===== config.mk =====
export PLATFORM = sky130hd
export DESIGN_NAME = draw_bars
export DESIGN_NICKNAME = d
export VERILOG_FILES = /design/src/rtl/vga_pkg.sv /design/src/rtl/signal_delay.sv /design/src/rtl/draw_bars.sv
export SDC_FILE = /design/constraint.sdc
export NUM_CORES = 1
export LEC_CHECK = 0
export BUFFER_PORTS_ARGS = -buffer_cell sky130_fd_sc_hd__buf_2
export CAP_MARGIN = 20
export CORE_AREA = 3 3 148 178
export DETAILED_ROUTE_END_ITERATION = 8
export DIE_AREA = 0 0 151 181
export PLACE_DENSITY = 0.67
export SLEW_MARGIN = 10
export SYNTH_ARGS = -nofsm -noshare
export SYNTH_HDL_FRONTEND = slang
export SYNTH_SLANG_ARGS = --single-unit
export TNS_END_PERCENT = 1

===== constraint.sdc =====
create_clock -name pclk -period 6.2 [get_ports pclk]
set_input_delay 1.24 -clock pclk [delete_from_list [all_inputs] [get_ports pclk]]
set_output_delay 1.24 -clock pclk [all_outputs]
set_load 0.02 [all_outputs]

===== src/rtl/vga_pkg.sv =====
// Shared VGA constants for the 1024x768 pixel path.
// Geometry, channel slot layout and the colour palette.
package vga_pkg;

    localparam int H_ACTIVE = 1024;
    localparam int V_ACTIVE = 768;
    localparam int NUM_CH   = 13;
    localparam int SLOT_W   = 64;

    localparam logic [11:0] RGB_BLACK = 12'h000;
    localparam logic [11:0] RGB_WHITE = 12'hFFF;
    localparam logic [11:0] RGB_GREEN = 12'h0F0;
    localparam logic [11:0] RGB_RED   = 12'hF00;
    localparam logic [11:0] RGB_GRID  = 12'h444;

    // Bar height in rows for a 12-bit reading (0..511).
    function automatic logic [8:0] bar_height(input logic [11:0] val);
        return val[11:3];
    endfunction

endpackage


===== src/rtl/signal_delay.sv =====
// Fixed-depth register pipeline with synchronous clear.
// Carries the timing bus alongside the pixel pipeline.
module signal_delay #(
    parameter int WIDTH = 28,
    parameter int DEPTH = 2
) (
    input  logic             pclk,
    input  logic             rst,
    input  logic [WIDTH-1:0] din,
    output logic [WIDTH-1:0] dout
);

    logic [WIDTH-1:0] pipe [DEPTH];

    // Shift the bus one stage per clock; reset empties every stage.
    always_ff @(posedge pclk) begin
        if (rst) begin
            for (int i = 0; i < DEPTH; i++) pipe[i] <= '0;
        end else begin
            pipe[0] <= din;
            for (int i = 1; i < DEPTH; i++) pipe[i] <= pipe[i-1];
        end
    end

    assign dout = pipe[DEPTH-1];

endmodule


===== src/rtl/draw_bars.sv =====
// Bar-graph renderer: 13 channel bars, double-buffered at vblank start.
// Optional grid rows enabled by defining DRAW_BARS_GRID_EN.
module draw_bars
    import vga_pkg::*;
#(
    parameter int          X0     = 96,
    parameter int          BAR_W  = 48,
    parameter int          BASE_Y = 700,
    parameter logic [11:0] ALARM  = 12'hE00
) (
    input  logic        pclk,
    input  logic        rst,
    input  logic [11:0] hcount_in,
    input  logic [11:0] vcount_in,
    input  logic        hsync_in,
    input  logic        vsync_in,
    input  logic        hblnk_in,
    input  logic        vblnk_in,
    input  logic        ch_wr,
    input  logic [3:0]  ch_addr,
    input  logic [11:0] ch_data,
    output logic [11:0] hcount_out,
    output logic [11:0] vcount_out,
    output logic        hsync_out,
    output logic        vsync_out,
    output logic        hblnk_out,
    output logic        vblnk_out,
    output logic [11:0] rgb_out
);

    localparam int X_END = X0 + NUM_CH * SLOT_W;

    logic [11:0] pending [NUM_CH];
    logic [11:0] active  [NUM_CH];
    logic        prev_vblnk;
    logic        vblank_edge;
    logic        wr_ok;

    assign vblank_edge = vblnk_in & ~prev_vblnk;
    assign wr_ok       = ch_wr && (ch_addr < 4'(NUM_CH));

    // Banks: writes land in pending; active snapshots it at vblank start.
    always_ff @(posedge pclk) begin
        if (rst) begin
            for (int i = 0; i < NUM_CH; i++) begin
                pending[i] <= '0;
                active[i]  <= '0;
            end
            prev_vblnk <= 1'b0;
        end else begin
            prev_vblnk <= vblnk_in;
            if (vblank_edge) begin
                for (int i = 0; i < NUM_CH; i++) active[i] <= pending[i];
            end
            if (wr_ok) pending[ch_addr] <= ch_data;
        end
    end

    logic [9:0]  hoff;
    logic        in_area;
    logic        s1_area;
    logic [3:0]  s1_slot;
    logic [5:0]  s1_off;
    logic [11:0] s1_vcount;
    logic        s1_blank;

    assign hoff    = 10'(hcount_in - 12'(X0));
    assign in_area = (hcount_in >= 12'(X0)) && (hcount_in < 12'(X_END));

    // Stage 1: locate the pixel within the slot grid.
    always_ff @(posedge pclk) begin
        if (rst) begin
            s1_area   <= 1'b0;
            s1_slot   <= '0;
            s1_off    <= '0;
            s1_vcount <= '0;
            s1_blank  <= 1'b0;
        end else begin
            s1_area   <= in_area;
            s1_slot   <= in_area ? hoff[9:6] : 4'd0;
            s1_off    <= hoff[5:0];
            s1_vcount <= vcount_in;
            s1_blank  <= hblnk_in | vblnk_in;
        end
    end

    logic [11:0] value;
    logic [8:0]  height;
    logic [11:0] rise;
    logic        lit;
    logic        base;
    logic        grid;
    logic [11:0] pix;

    assign value  = active[s1_slot];
    assign height = bar_height(value);
    assign rise   = 12'(BASE_Y) - s1_vcount;
    assign lit    = s1_area && (s1_off < 6'(BAR_W))
                    && (s1_vcount <= 12'(BASE_Y))
                    && (rise < {3'b000, height});
    assign base   = s1_area && (s1_vcount == 12'(BASE_Y + 1));

`ifdef DRAW_BARS_GRID_EN
    assign grid = s1_area && (s1_vcount[5:0] == 6'd0)
                  && (s1_vcount < 12'(BASE_Y));
`else
    assign grid = 1'b0;
`endif

    // Colour select, highest priority first.
    always_comb begin
        pix = RGB_BLACK;
        if (s1_blank)          pix = RGB_BLACK;
        else if (lit)          pix = (value >= ALARM) ? RGB_RED : RGB_GREEN;
        else if (base)         pix = RGB_WHITE;
        else if (grid)         pix = RGB_GRID;
    end

    // Stage 2: register the pixel colour.
    always_ff @(posedge pclk) begin
        if (rst) rgb_out <= RGB_BLACK;
        else     rgb_out <= pix;
    end

    logic [27:0] tbus_in;
    logic [27:0] tbus_out;

    assign tbus_in = {hcount_in, vcount_in, hsync_in, vsync_in,
                      hblnk_in, vblnk_in};

    signal_delay #(.WIDTH(28), .DEPTH(2)) u_delay (
        .pclk (pclk),
        .rst  (rst),
        .din  (tbus_in),
        .dout (tbus_out)
    );

    assign {hcount_out, vcount_out, hsync_out, vsync_out,
            hblnk_out, vblnk_out} = tbus_out;

endmodule


# After elaboration in Yosys (flattened, before gate mapping)
# Memories as Yosys holds them, arrays and structs flattened. A register that Yosys moved wholly into a read port is not among the register bits.
# Cells that the tools add are included.
# word_totals
memories,3
reg_bits,33
mem_bits_rw,368
output_inout_bits,40
inputBits,47
wordCells,78
# op_classes
bitwise_logic,19
muxes,31
magnitude_cmp,7
n_eq_ne,1
reduce_logical,9
n_addsub,2
# mem_list
memory,words,word_bits,read_ports,rd_clocked_by_memory_dff,wr,line_no,source
active,13,12,1,1,13,draw_bars.sv:34,logic [11:0] active [NUM_CH];
pending,13,12,13,0,13,draw_bars.sv:33,logic [11:0] pending [NUM_CH];
u_delay.pipe,2,28,2,0,2,signal_delay.sv:13,logic [WIDTH-1:0] pipe [DEPTH];
# ops
cell,n
$mux 12,17
$mux 28,2
$or 1x1->1,16
$eq 12x10->1 const B,1
$ge 12x12->1 const B,1
$ge 12x7->1 const B,1
$le 12x10->1 const B,1
$lt 12x10->1 const B,1
$lt 12x9->1,1
$reduce_or 12->1,1
$sub 10x12->12 const A,1
$mux 1,10
$sub 10x7->10 const B,1
$mux 4,2
$logic_and 1x1->1,6
$lt 6x6->1 const B,1
$lt 4x4->1 const B,1
$reduce_or 2->1,2
$not 1->1,2
$and 1x1->1,1

# Logic depth before layout (Yosys ltp)
# logic_depth
depth_word,7
mapped_depth,14
mapped_depth_nobuf,12

# Modules after synthesis
# A second synthesis with hierarchy kept.
# hier_totals
hier_cells,892
hier_area_um2,12808.5
# modules_own_cells
module,area_per_inst_um2,seq_area_each_um2,cells_each,n_inst
draw_bars,10988.0,7417.1,746,1
signal_delay,1820.5,1121.1,146,1

# Least setup slack after synthesis
# OpenSTA, ideal clock, no wires.
# synth_path
path_type,input -> register
from,in rst
to,mem active[0][10] (enable)
path_slack_ns,1.335
required_time_ns,5.725
n_path_buf,3
setup_ns,0.475
arrival_ns,4.391
stages,4
path_cell_list,clkbuf_1 clkbuf_1 clkbuf_1 a21o_1
# synth_lines
item,line_no,source
start: declaration,draw_bars.sv:12,"input logic rst,"
end: declaration,draw_bars.sv:34,

==> summary.md <==
| Metric | Value |
|---|---|
| Pleak | `5.49 nW` |
| Most common cell after layout, fill and taps aside | `edfxtp_1` |
| CP Class | `reg -> reg` |
| Max-slew headroom | `33.9%` |
| Die X | `151 µm` |
| Vias per std cell | `5.21` |
| Avg Synthesized Cell Area | `14.3 µm²` |
| Largest net degree at the start of global routing | `93` |
| Root buffer cell | `clkbuf_16` |
| Switch share | `21.2%` |
| DR pass1 iterations | `5` |
| NetSw | `886 µW` |
| Flops & latches, synth | `300` |
| GRT overflow | `0` |
| Setup violators final | `0` |
| Max Buffers Root-to-Sink | `3` |
| Setup TNS Final | `0 ns` |
| Drc violations | `0` |
| Num CTS Buffers | `28` |
| Clock network fraction of design power | `38.9%` |
| EDFF count, synth | `225` |
| Fin worst setup slack | `2.14 ns` |
| RSZ-0062 raised after global routing | `false` |
| Overall power | `4.17 mW` |
| Vias after detailed routing | `6,408` |
| Syn nets | `916` |
| Post-CTS setup buffers | `0` |
| Share of cells above drive strength 1 | `21.1%` |
| Initial antenna violation count | `1` |
| Ys Warns | `0` |
| Commonest cells after routing, fill and taps aside | `edfxtp_1, and2_1, and3_1` |
| Fraction of the cycle the final worst path needs | `65.5%` |
| Highest clock rate | `246 MHz` |
| Die height | `181 µm` |
| Number of max-cap violations | `0` |
| CTS H-tree lvls | `1` |
| DR WL/cell | `19.3 µm` |
| Startpoint types | `flop` |
| Hpwl dp | `14,600 µm` |
| VDD IR-drop max | `0.187 mV` |
| Fin. max-slew vios | `0` |
| Clock sinks | `300` |
| Die area | `0.0273 mm²` |
| GRT Resource Usage Total | `17.6%` |
| P&R area growth vs syn | `10.6%` |
| Outcome | `complete, no violations` |
| I/O Buffers | `83` |
| Top_reg_cell synth | `edfxtp_1` |
| Power per cell area | `307 mW/mm²` |
| Actual slew at the worst max-slew pin | `0.992 ns` |
| TritonCTS clock tree | `done` |
| Gate count after technology mapping | `858` |
| CP Max Fanout | `27` |
| Diodes inserted | `0` |
| First-pass GRT wire length | `36,900 µm` |
| Fin crit period | `4.06 ns` |
| Final ANT Viol Nets | `0` |
| Global placement routability congestion | `0.859` |
| Std-Cell Rows | `63` |
| Clock skew | `0.0112 ns` |
| Vias in the first global route | `6,500` |
| Post-CTS Resized | `0` |
| Post-synthesis sequential area ratio | `67.2%` |
| DP Worst Slack | `2.12 ns` |
| Worst EP arrival | `4.48 ns` |
| Async set-reset flop share out of synthesis | `0%` |
| P_int | `3.29 mW` |
| Synth unique cells | `45` |
| Sequential share of power | `55.2%` |
| CTS clk-pin slew, worst paths | `0.06 ns` |
| Skew-Pair Late Insertion Delay | `0.54 ns` |
| Core footprint | `0.0248 mm²` |
| Fillers | `2,007` |
| Io pins | `87` |
| Worst hold path class | `reg -> reg` |
| DRT Wirelength | `23,800 µm` |
| Mapped Area | `0.0123 mm²` |
| Power share of the combinational group | `5.9%` |
| Hold-fix buffers at CTS | `0` |
| Crit end category | `flop` |
| Initial DRC Count | `473` |
| Starting Density | `49.6%` |
| Req. time, crit path | `6.62 ns` |
| Final Non-Filler Cells | `1,231` |
| Placed cell count | `1,178` |
| Final Hold Fails | `0` |
| Final #Nets | `942` |
cell type report:
type	instances	area (µm²)	area share [%]
clock buffer	39	742	5.46
clock inverter	13	125	0.921
inverter	10	37.5	0.276
multi-input combinational	446	3460	25.5
sequential	300	8260	60.8
tap	325	407	2.99
timing repair buffer	98	551	4.05
final timing paths:
check,start,end,slack (ns),cells after the start
min reg2reg,s1_off[1],u_delay.pipe[0][45],0.43,1
max,flop,rgb_out[10],2.14,10
min,s1_off[1],u_delay.pipe[0][45],0.43,1
max reg2reg,flop,rgb_out[10],2.14,10
through the flow:
step / instance area, µm² / util, % / hold WS, ns
floorplan: 12300 / - / 0.414
detailed placement: 12700 / 51.3 / 0.420
global placement: 12700 / 51.3 / 0.415
global route: 13600 / 54.9 / 0.453
finish: 13600 / 54.9 / 0.434
CTS: 13600 / 54.8 / 0.434
worst max-delay path, cell delays in order, from the launching register on:
cell and delay, ns:
dfxtp_2 0.98, mux4_1 0.73, mux4_2 0.54, inv_1 0.08, ha_1 0.23, and3_1 0.16
nor3b_1 0.14, a2111oi_0 0.34, nand3_1 0.19, o31a_2 0.34, or2_1 0.20
per-layer routing:
| layer | share of wire (%) | global-route usage [%] | up-vias |
|---|---|---|---|
| li1 | - | - | 3066 |
| met3 | 5.4 | 2.08 | 43 |
| met5 | 0 | 0 | - |
| met1 | 40 | 22.7 | 3115 |
| met2 | 51 | 30.9 | 184 |
| met4 | 3.1 | 5.88 | 0 |
power by group through the flow:
stage | combinational, mW | sequential [mW] | clock, mW
floorplan | 0.174 | 2.33 | 0
global placement | 0.240 | 2.34 | 0
detailed placement | 0.244 | 2.35 | 0
CTS | 0.246 | 2.31 | 1.65
global route | 0.269 | 2.31 | 1.73
finish | 0.245 | 2.30 | 1.62
logic make-up (layout without fill, tap and decap cells):
kind of cell / count (synthesis) / after routing / share of synthesized area, %
and+or+nand+nor: 352 / 352 / 17.2
DFF: 300 / 300 / 67.2
buffers and inverters: 112 / 160 / 4.71
muxes: 46 / 46 / 7.47
AOI/OAI and AO/OA: 27 / 27 / 1.56
adders and majority gates: 11 / 11 / 1.12
xor gates and xnor gates: 10 / 10 / 0.713
registers in the layout, summed over array words and instances, names as in the netlist, named ones only:
name and cells:
rgb_out 3, u_delay.pipe 40, s1_off 6, s1_area 1, active 117, s1_vcount 11, s1_blank 1, pending 117
synthesized netlist by cell type, types with 2 or more instances:
library cell,count,area share (%)
edfxtp_1,225,55
and2_1,109,5.6
and3_1,91,4.6
nor2b_1,82,4.2
dfxtp_1,75,12
clkbuf_1,61,1.9
buf_4,33,2.0
mux4_2,25,4.6
nor2_1,22,0.67
or2_2,14,0.71
ha_1,11,1.1
mux2_2,11,1.0
nand2_1,11,0.34
inv_1,10,0.31
mux4_1,8,1.7
nor3_1,7,0.29
xor2_1,7,0.50
a21oi_1,6,0.24
nand2b_1,4,0.20
o21ai_0,4,0.16
a21o_1,3,0.18
buf_1,3,0.092
nand4_1,3,0.15
o2111ai_1,3,0.21
o21ai_1,3,0.12
xnor2_1,3,0.21
buf_2,2,0.081
buf_6,2,0.18
mux2i_1,2,0.16
nand3_1,2,0.081
nor3b_1,2,0.12
Note: power is estimated with default switching activity, not from simulation.
